**src/rtl/zigzag_rle_encoder.sv**
```systemverilog
// Reads a finished 8x8 quantised block in zigzag order and emits JPEG-style
// run-length symbols (DC, run/level, ZRL, EOB) to the entropy coder.
module zigzag_rle_encoder #(
  parameter int COEF_W = 12
) (
  input  logic                     clk,
  input  logic                     reset_n,
  input  logic                     hold,
  input  logic                     dctq_valid,
  output logic                     rd_en,
  output logic [5:0]               rd_addr,
  input  logic signed [COEF_W-1:0] coef_in,
  output logic                     out_valid,
  input  logic                     out_ready,
  output logic                     out_dc,
  output logic                     out_zrl,
  output logic                     out_eob,
  output logic [3:0]               out_run,
  output logic signed [COEF_W-1:0] out_level,
  output logic                     busy,
  output logic                     overrun,
  output logic [1:0]               dbg_state
);

  // Handshake: a symbol transfers on a cycle with out_valid & out_ready & ~hold;
  // out_valid and all symbol fields stay constant until that transfer.

  typedef enum logic [1:0] {IDLE = 2'd0, READ = 2'd1, FLUSH = 2'd2} state_t;

  localparam logic [5:0] ZZ [64] = '{
    6'd0,  6'd1,  6'd8,  6'd16, 6'd9,  6'd2,  6'd3,  6'd10,
    6'd17, 6'd24, 6'd32, 6'd25, 6'd18, 6'd11, 6'd4,  6'd5,
    6'd12, 6'd19, 6'd26, 6'd33, 6'd40, 6'd48, 6'd41, 6'd34,
    6'd27, 6'd20, 6'd13, 6'd6,  6'd7,  6'd14, 6'd21, 6'd28,
    6'd35, 6'd42, 6'd49, 6'd56, 6'd57, 6'd50, 6'd43, 6'd36,
    6'd29, 6'd22, 6'd15, 6'd23, 6'd30, 6'd37, 6'd44, 6'd51,
    6'd58, 6'd59, 6'd52, 6'd45, 6'd38, 6'd31, 6'd39, 6'd46,
    6'd53, 6'd60, 6'd61, 6'd54, 6'd47, 6'd55, 6'd62, 6'd63
  };

  state_t             state_q, state_d;
  logic [6:0]         k_q, k_d;
  logic               stg_vld_q, stg_vld_d;
  logic [5:0]         stg_k_q, stg_k_d;
  logic [4:0]         run_q, run_d;
  logic [1:0]         zrl_q, zrl_d;
  logic               pend_q, pend_d;
  logic               ovr_q, ovr_d;
  logic               need_eob_q, need_eob_d;
  logic               vld_q, vld_d;
  logic               dc_q, dc_d;
  logic               zsym_q, zsym_d;
  logic               eob_q, eob_d;
  logic [3:0]         srun_q, srun_d;
  logic [COEF_W-1:0]  lvl_q, lvl_d;

  logic               coef_nz, out_stall, zrl_blk, stall, rd_fire, eval, take, pend_after;
  logic               emit, e_dc, e_zrl, e_eob;
  logic [3:0]         e_run;
  logic [COEF_W-1:0]  e_lvl;

  assign coef_nz   = |coef_in;
  assign out_stall = vld_q & ~out_ready;
  assign zrl_blk   = stg_vld_q & coef_nz & (zrl_q != 2'd0);
  assign stall     = hold | out_stall | zrl_blk;
  assign rd_fire   = (state_q == READ) & ~stall & ~k_q[6];
  assign eval      = (state_q == READ) & stg_vld_q & ~hold & ~out_stall;

  assign rd_en     = rd_fire;
  assign rd_addr   = ZZ[k_q[5:0]];
  assign out_valid = vld_q;
  assign out_dc    = dc_q;
  assign out_zrl   = zsym_q;
  assign out_eob   = eob_q;
  assign out_run   = srun_q;
  assign out_level = lvl_q;
  assign busy      = (state_q != IDLE);
  assign overrun   = ovr_q;
  assign dbg_state = state_q;

  always_comb begin
    state_d    = state_q;
    k_d        = k_q;
    stg_vld_d  = stg_vld_q;
    stg_k_d    = stg_k_q;
    run_d      = run_q;
    zrl_d      = zrl_q;
    need_eob_d = need_eob_q;
    vld_d      = vld_q;
    dc_d       = dc_q;
    zsym_d     = zsym_q;
    eob_d      = eob_q;
    srun_d     = srun_q;
    lvl_d      = lvl_q;
    take       = 1'b0;
    emit       = 1'b0;
    e_dc       = 1'b0;
    e_zrl      = 1'b0;
    e_eob      = 1'b0;
    e_run      = 4'd0;
    e_lvl      = '0;
    if (!hold) begin
      if (vld_q && out_ready) vld_d = 1'b0;
      unique case (state_q)
        IDLE: if (dctq_valid || pend_q) take = 1'b1;
        READ: begin
          if (rd_fire) begin
            k_d       = k_q + 7'd1;
            stg_vld_d = 1'b1;
            stg_k_d   = k_q[5:0];
          end
          if (eval) begin
            if (zrl_blk) begin
              // Nonzero coefficient stays staged until the queued ZRLs are out.
              emit  = 1'b1;
              e_zrl = 1'b1;
              e_run = 4'd15;
              zrl_d = zrl_q - 2'd1;
            end else begin
              if (!rd_fire) stg_vld_d = 1'b0;
              if (stg_k_q == 6'd0) begin
                emit  = 1'b1;
                e_dc  = 1'b1;
                e_lvl = coef_in;
              end else if (!coef_nz) begin
                if (run_q == 5'd15) begin
                  run_d = 5'd0;
                  if (zrl_q != 2'd3) zrl_d = zrl_q + 2'd1;
                end else begin
                  run_d = run_q + 5'd1;
                end
              end else begin
                emit  = 1'b1;
                e_run = run_q[3:0];
                e_lvl = coef_in;
                run_d = 5'd0;
              end
              if (stg_k_q == 6'd63) begin
                state_d    = FLUSH;
                need_eob_d = ~coef_nz;
                zrl_d      = 2'd0;
              end
            end
          end
        end
        FLUSH: begin
          if (need_eob_q) begin
            if (!out_stall) begin
              emit       = 1'b1;
              e_eob      = 1'b1;
              need_eob_d = 1'b0;
            end
          end else if (!out_stall) begin
            // Last symbol is leaving; the next block may start reading now.
            if (pend_q) take = 1'b1;
            else        state_d = IDLE;
          end
        end
        default: state_d = IDLE;
      endcase
      if (take) begin
        state_d   = READ;
        k_d       = 7'd0;
        run_d     = 5'd0;
        zrl_d     = 2'd0;
        stg_vld_d = 1'b0;
      end
      if (emit) begin
        vld_d  = 1'b1;
        dc_d   = e_dc;
        zsym_d = e_zrl;
        eob_d  = e_eob;
        srun_d = e_run;
        lvl_d  = e_lvl;
      end
    end
  end

  // Pulses are latched even under hold; a pulse arriving while one is queued is lost.
  always_comb begin
    pend_after = take ? 1'b0 : pend_q;
    pend_d     = pend_after;
    ovr_d      = ovr_q;
    if (dctq_valid && !((state_q == IDLE) && !hold && !pend_q)) begin
      if (pend_after) ovr_d  = 1'b1;
      else            pend_d = 1'b1;
    end
  end

  always_ff @(posedge clk or negedge reset_n) begin
    if (!reset_n) begin
      state_q    <= IDLE;
      k_q        <= 7'd0;
      stg_vld_q  <= 1'b0;
      stg_k_q    <= 6'd0;
      run_q      <= 5'd0;
      zrl_q      <= 2'd0;
      pend_q     <= 1'b0;
      ovr_q      <= 1'b0;
      need_eob_q <= 1'b0;
      vld_q      <= 1'b0;
      dc_q       <= 1'b0;
      zsym_q     <= 1'b0;
      eob_q      <= 1'b0;
      srun_q     <= 4'd0;
      lvl_q      <= '0;
    end else begin
      state_q    <= state_d;
      k_q        <= k_d;
      stg_vld_q  <= stg_vld_d;
      stg_k_q    <= stg_k_d;
      run_q      <= run_d;
      zrl_q      <= zrl_d;
      pend_q     <= pend_d;
      ovr_q      <= ovr_d;
      need_eob_q <= need_eob_d;
      vld_q      <= vld_d;
      dc_q       <= dc_d;
      zsym_q     <= zsym_d;
      eob_q      <= eob_d;
      srun_q     <= srun_d;
      lvl_q      <= lvl_d;
    end
  end

endmodule
```
**config.mk**
```make
export PLATFORM = sky130hd
export DESIGN_NAME = zigzag_rle_encoder
export DESIGN_NICKNAME = d
export VERILOG_FILES = /design/src/rtl/zigzag_rle_encoder.sv
export SDC_FILE = /design/constraint.sdc
export NUM_CORES = 1
export LEC_CHECK = 0
export CAP_MARGIN = 0
export CELL_PAD_IN_SITES_DETAIL_PLACEMENT = 2
export CELL_PAD_IN_SITES_GLOBAL_PLACEMENT = 2
export CORE_MARGIN = 3
export CORE_UTILIZATION = 36
export DETAILED_ROUTE_END_ITERATION = 8
export DONT_BUFFER_PORTS = 1
export PLACE_DENSITY = 0.78
export SLEW_MARGIN = 0
export SYNTH_ARGS = -nofsm -noshare
export SYNTH_HDL_FRONTEND = slang
export SYNTH_SLANG_ARGS = --single-unit
export TNS_END_PERCENT = 1
```
**constraint.sdc**
```tcl
create_clock -name clk -period 2.79 [get_ports clk]
set_clock_uncertainty 0.05 [all_clocks]
set_input_delay 0.837 -clock clk [delete_from_list [all_inputs] [get_ports clk]]
set_output_delay 0.837 -clock clk [all_outputs]
set_load 0.01 [all_outputs]
```
==> impl_metrics.yaml <==
status:
  status: "complete, but fails checks"
  violations: "negative setup slack"
routing:
  drtIter0Drc: 73
  drc: 0
  viasPerCell: 5.93
  wl_um: 9510
  wl_per_cell_um: 21.5
  dr.pass1.iters: 4
  postRouteAntennaNets: 0
  vias: 2628
floorplanning:
  start_util_pct: 37.1
  die_height_um: 98.3
  die-area_um2: 9660
  ios: 48
  rows: 33
  core_um2: 8260
  die_x_um: 98.3
yosys:
  synth.area.mux_share_pct: 6.85
  ys.warnings.count: 0
  synth_area_per_cell_um2: 9.55
  synth-compound-area-share_pct: 22.7
  synth_area_um2: 3070
  synthArstFlopShare_pct: 100
  synth_top_family_by_area: "compound AO/OA/AOI/OAI gates"
  yosysMostFrequentCell: "dfrtp_1"
  synth_ff_type: "dfrtp_1"
  synth_xor_area_share_pct: 0.286
  synth-edff-count: 0
  syn_nets: 361
  synth_top_area_cell: "dfrtp_1"
  yosysSeqAreaShare_pct: 37.5
  synth_common_cells: "dfrtp_1 (46), nand2_1 (41), o21ai_0 (31)"
  synth_fa_ha_area_share_pct: 9.38
  syn_inst: 321
  yosysTopAreaCellShare_pct: 37.5
  synth_area_leaders: "dfrtp_1 (38%), ha_1 (9.4%), o21ai_0 (5.1%), nand2_1 (5.0%), a22o_1 (4.3%)"
  ys_ff_latch: 46
  yosysUniqueCellTypes: 53
  synth-simple-area-share_pct: 19.6
power_and_ir_drop:
  peakVddDrop_mv: 0.390
  clockPowerShare_pct: 19.9
  seqPwrFrac_pct: 39.1
  p_int_mw: 1.35
  netSwitchingFraction_pct: 40.5
  p_leak_nw: 1.45
  power.density_nw_per_um2: 643
  p_switching_mw: 0.917
  combPwrFrac_pct: 41.0
placed_design:
  dp_slack_ns: 0.103
  routabilityCongestion: 0.869
  dp_hpwl_um: 6730
  port_buffers: 0
sta:
  whs_ns: 0.155
  post-route-period-util_pct: 105
  fin_ws_ns: -0.153
  slew_violations: 0
  tightest_slew_ns: 0.635
  clock.fmax_mhz: 340
  relSlewSlack_pct: 57.7
  setup_viol: 5
  hold_viol: 0
  rsz0062_at_grt: "true"
  period_needed_ns: 2.94
finish:
  fin_util_pct: 42.7
  antenna_cells: 0
  drive_gt1_share_pct: 21.3
  area_delta_synth_final_pct: 15.0
  fillCellCount: 879
  nets: 377
global_routing:
  grt-ovfl-total: 0
  grt_pass1_wl_um: 15700
  grt_pass1_vias: 2937
  antenna_found_initial: 0
  grt_usage_pct: 20.0
  grt_max_degree: 47
critical_path:
  required_ns: 1.90
  endpoint_kind: "primary output"
  critPathKind: "register to primary output"
  crit_arrival_ns: 2.06
  path_max_fanout: 5
  critPathLaunchType: "register"
clock_tree:
  ctsLongestPathBuffers: 2
  cts-root-buf: "clkbuf_8"
  path_clk_slew_ns: 0.10
  numCtsBuffers: 5
  cts_sinks: 46
  ctsHoldBuffers: 0
  ctsHtreeMaxLevel: 2
  cts_tree: "done"
  clk_latency_ns: 0.31
flow_run:
  maxCapViolations: 0
hold_path:
  hold_path_class: "input port to asynchronous set/reset pin"
final timing paths:
path / start / to / slack, ns / cells past startpoint
worst max-delay path: k_q[1] / rd_addr[4] / -0.15 / 8
worst min-delay path: reset_n / out_run[0] / 0.16 / 0
worst max register to register: dbg_state[0] / k_q[0] / 0.42 / 9
worst min register to register: k_q[6] / k_q[6] / 0.49 / 1
max in group asynchronous: reset_n / stg_vld_q / 2.44 / 0
min in group clk: k_q[6] / k_q[6] / 0.49 / 1
power by group through the flow:
stage / sequential [mW] / combinational, mW / clock, mW
6_report: 0.886 / 0.930 / 0.451
5_1_grt: 0.903 / 1.03 / 0.501
4_1_cts: 0.885 / 0.908 / 0.463
3_5_place_dp: 0.895 / 0.873 / 0
3_3_place_gp: 0.889 / 0.838 / 0
2_1_floorplan: 0.897 / 0.561 / 0
placed cells by master, fill, tap and decap left out, types with 6 or more instances in the layout:
cell	instances
a21oi_1	18
a22o_1	15
buf_4	21
dfrtp_1	46
ha_1	17
inv_1	10
mux2_2	6
nand2_1	39
nand2b_1	6
nand3_1	6
nor2_1	11
nor3_1	8
o21ai_0	29
o31ai_1	8
state kept, by name, summed over array words and instances, names as in the netlist:
| name | flops |
|---|---|
| out_level | 12 |
| k_q | 7 |
| stg_k_q | 6 |
| run_q | 5 |
| out_run | 4 |
| dbg_state | 2 |
| zrl_q | 2 |
| need_eob_q | 1 |
| out_dc | 1 |
| out_eob | 1 |
| out_valid | 1 |
| out_zrl | 1 |
| overrun | 1 |
| pend_q | 1 |
| stg_vld_q | 1 |
per-stage QoR:
stage / area (um^2) / power [mW] / setup TNS (ns) / cells
3_5_place_dp: 3310 / 1.77 / 0 / 434
2_1_floorplan: 3070 / 1.46 / -0.0492 / 321
3_3_place_gp: 3310 / 1.73 / 0 / 434
4_1_cts: 3480 / 2.26 / -0.369 / 443
6_report: 3530 / 2.27 / -0.513 / 443
5_1_grt: 3530 / 2.44 / -1.25 / 443
logic make-up after synthesis:
logic type,count (synthesis)
AOI/OAI and AO/OA,102
xor gates and xnor gates,1
adders and majority gates,23
buffers and inverters,28
DFF,46
muxes,14
and+or+nand+nor,107
final cells by class:
cell class	count	area (um^2)	share of cell area [%]
Multi-Input combinational cell	247	1910	54.0
Sequential cell	46	1150	32.6
Timing Repair Buffer	24	195	5.53
Tap cell	105	131	3.72
Clock buffer	5	68.8	1.95
Inverter	13	48.8	1.38
Clock inverter	3	26.3	0.745
critical path, stage by stage, from the launching register on:
cell and delay [ns]:
dfrtp_1 0.41, inv_2 0.08, ha_4 0.31, nand2_2 0.07, a21boi_1 0.13, mux4_2 0.46
nand2_2 0.08, o21ai_2 0.06, buf_4 0.16
metal layers:
layer	up-vias	track usage [%]	share of wire [%]
li1	1223	-	-
met1	1353	27.1	46
met2	47	33.4	50
met3	5	3.64	3.9
met4	0	4.62	0.56
met5	-	0	0
what timing repair did:
action                     in CTS  in global routing
setup endpoints to repair       6                  7
setup buffers                   1                  0
gates resized for setup        16                 12
pin swaps                       2                  2
(Power assumes the default switching activity.)
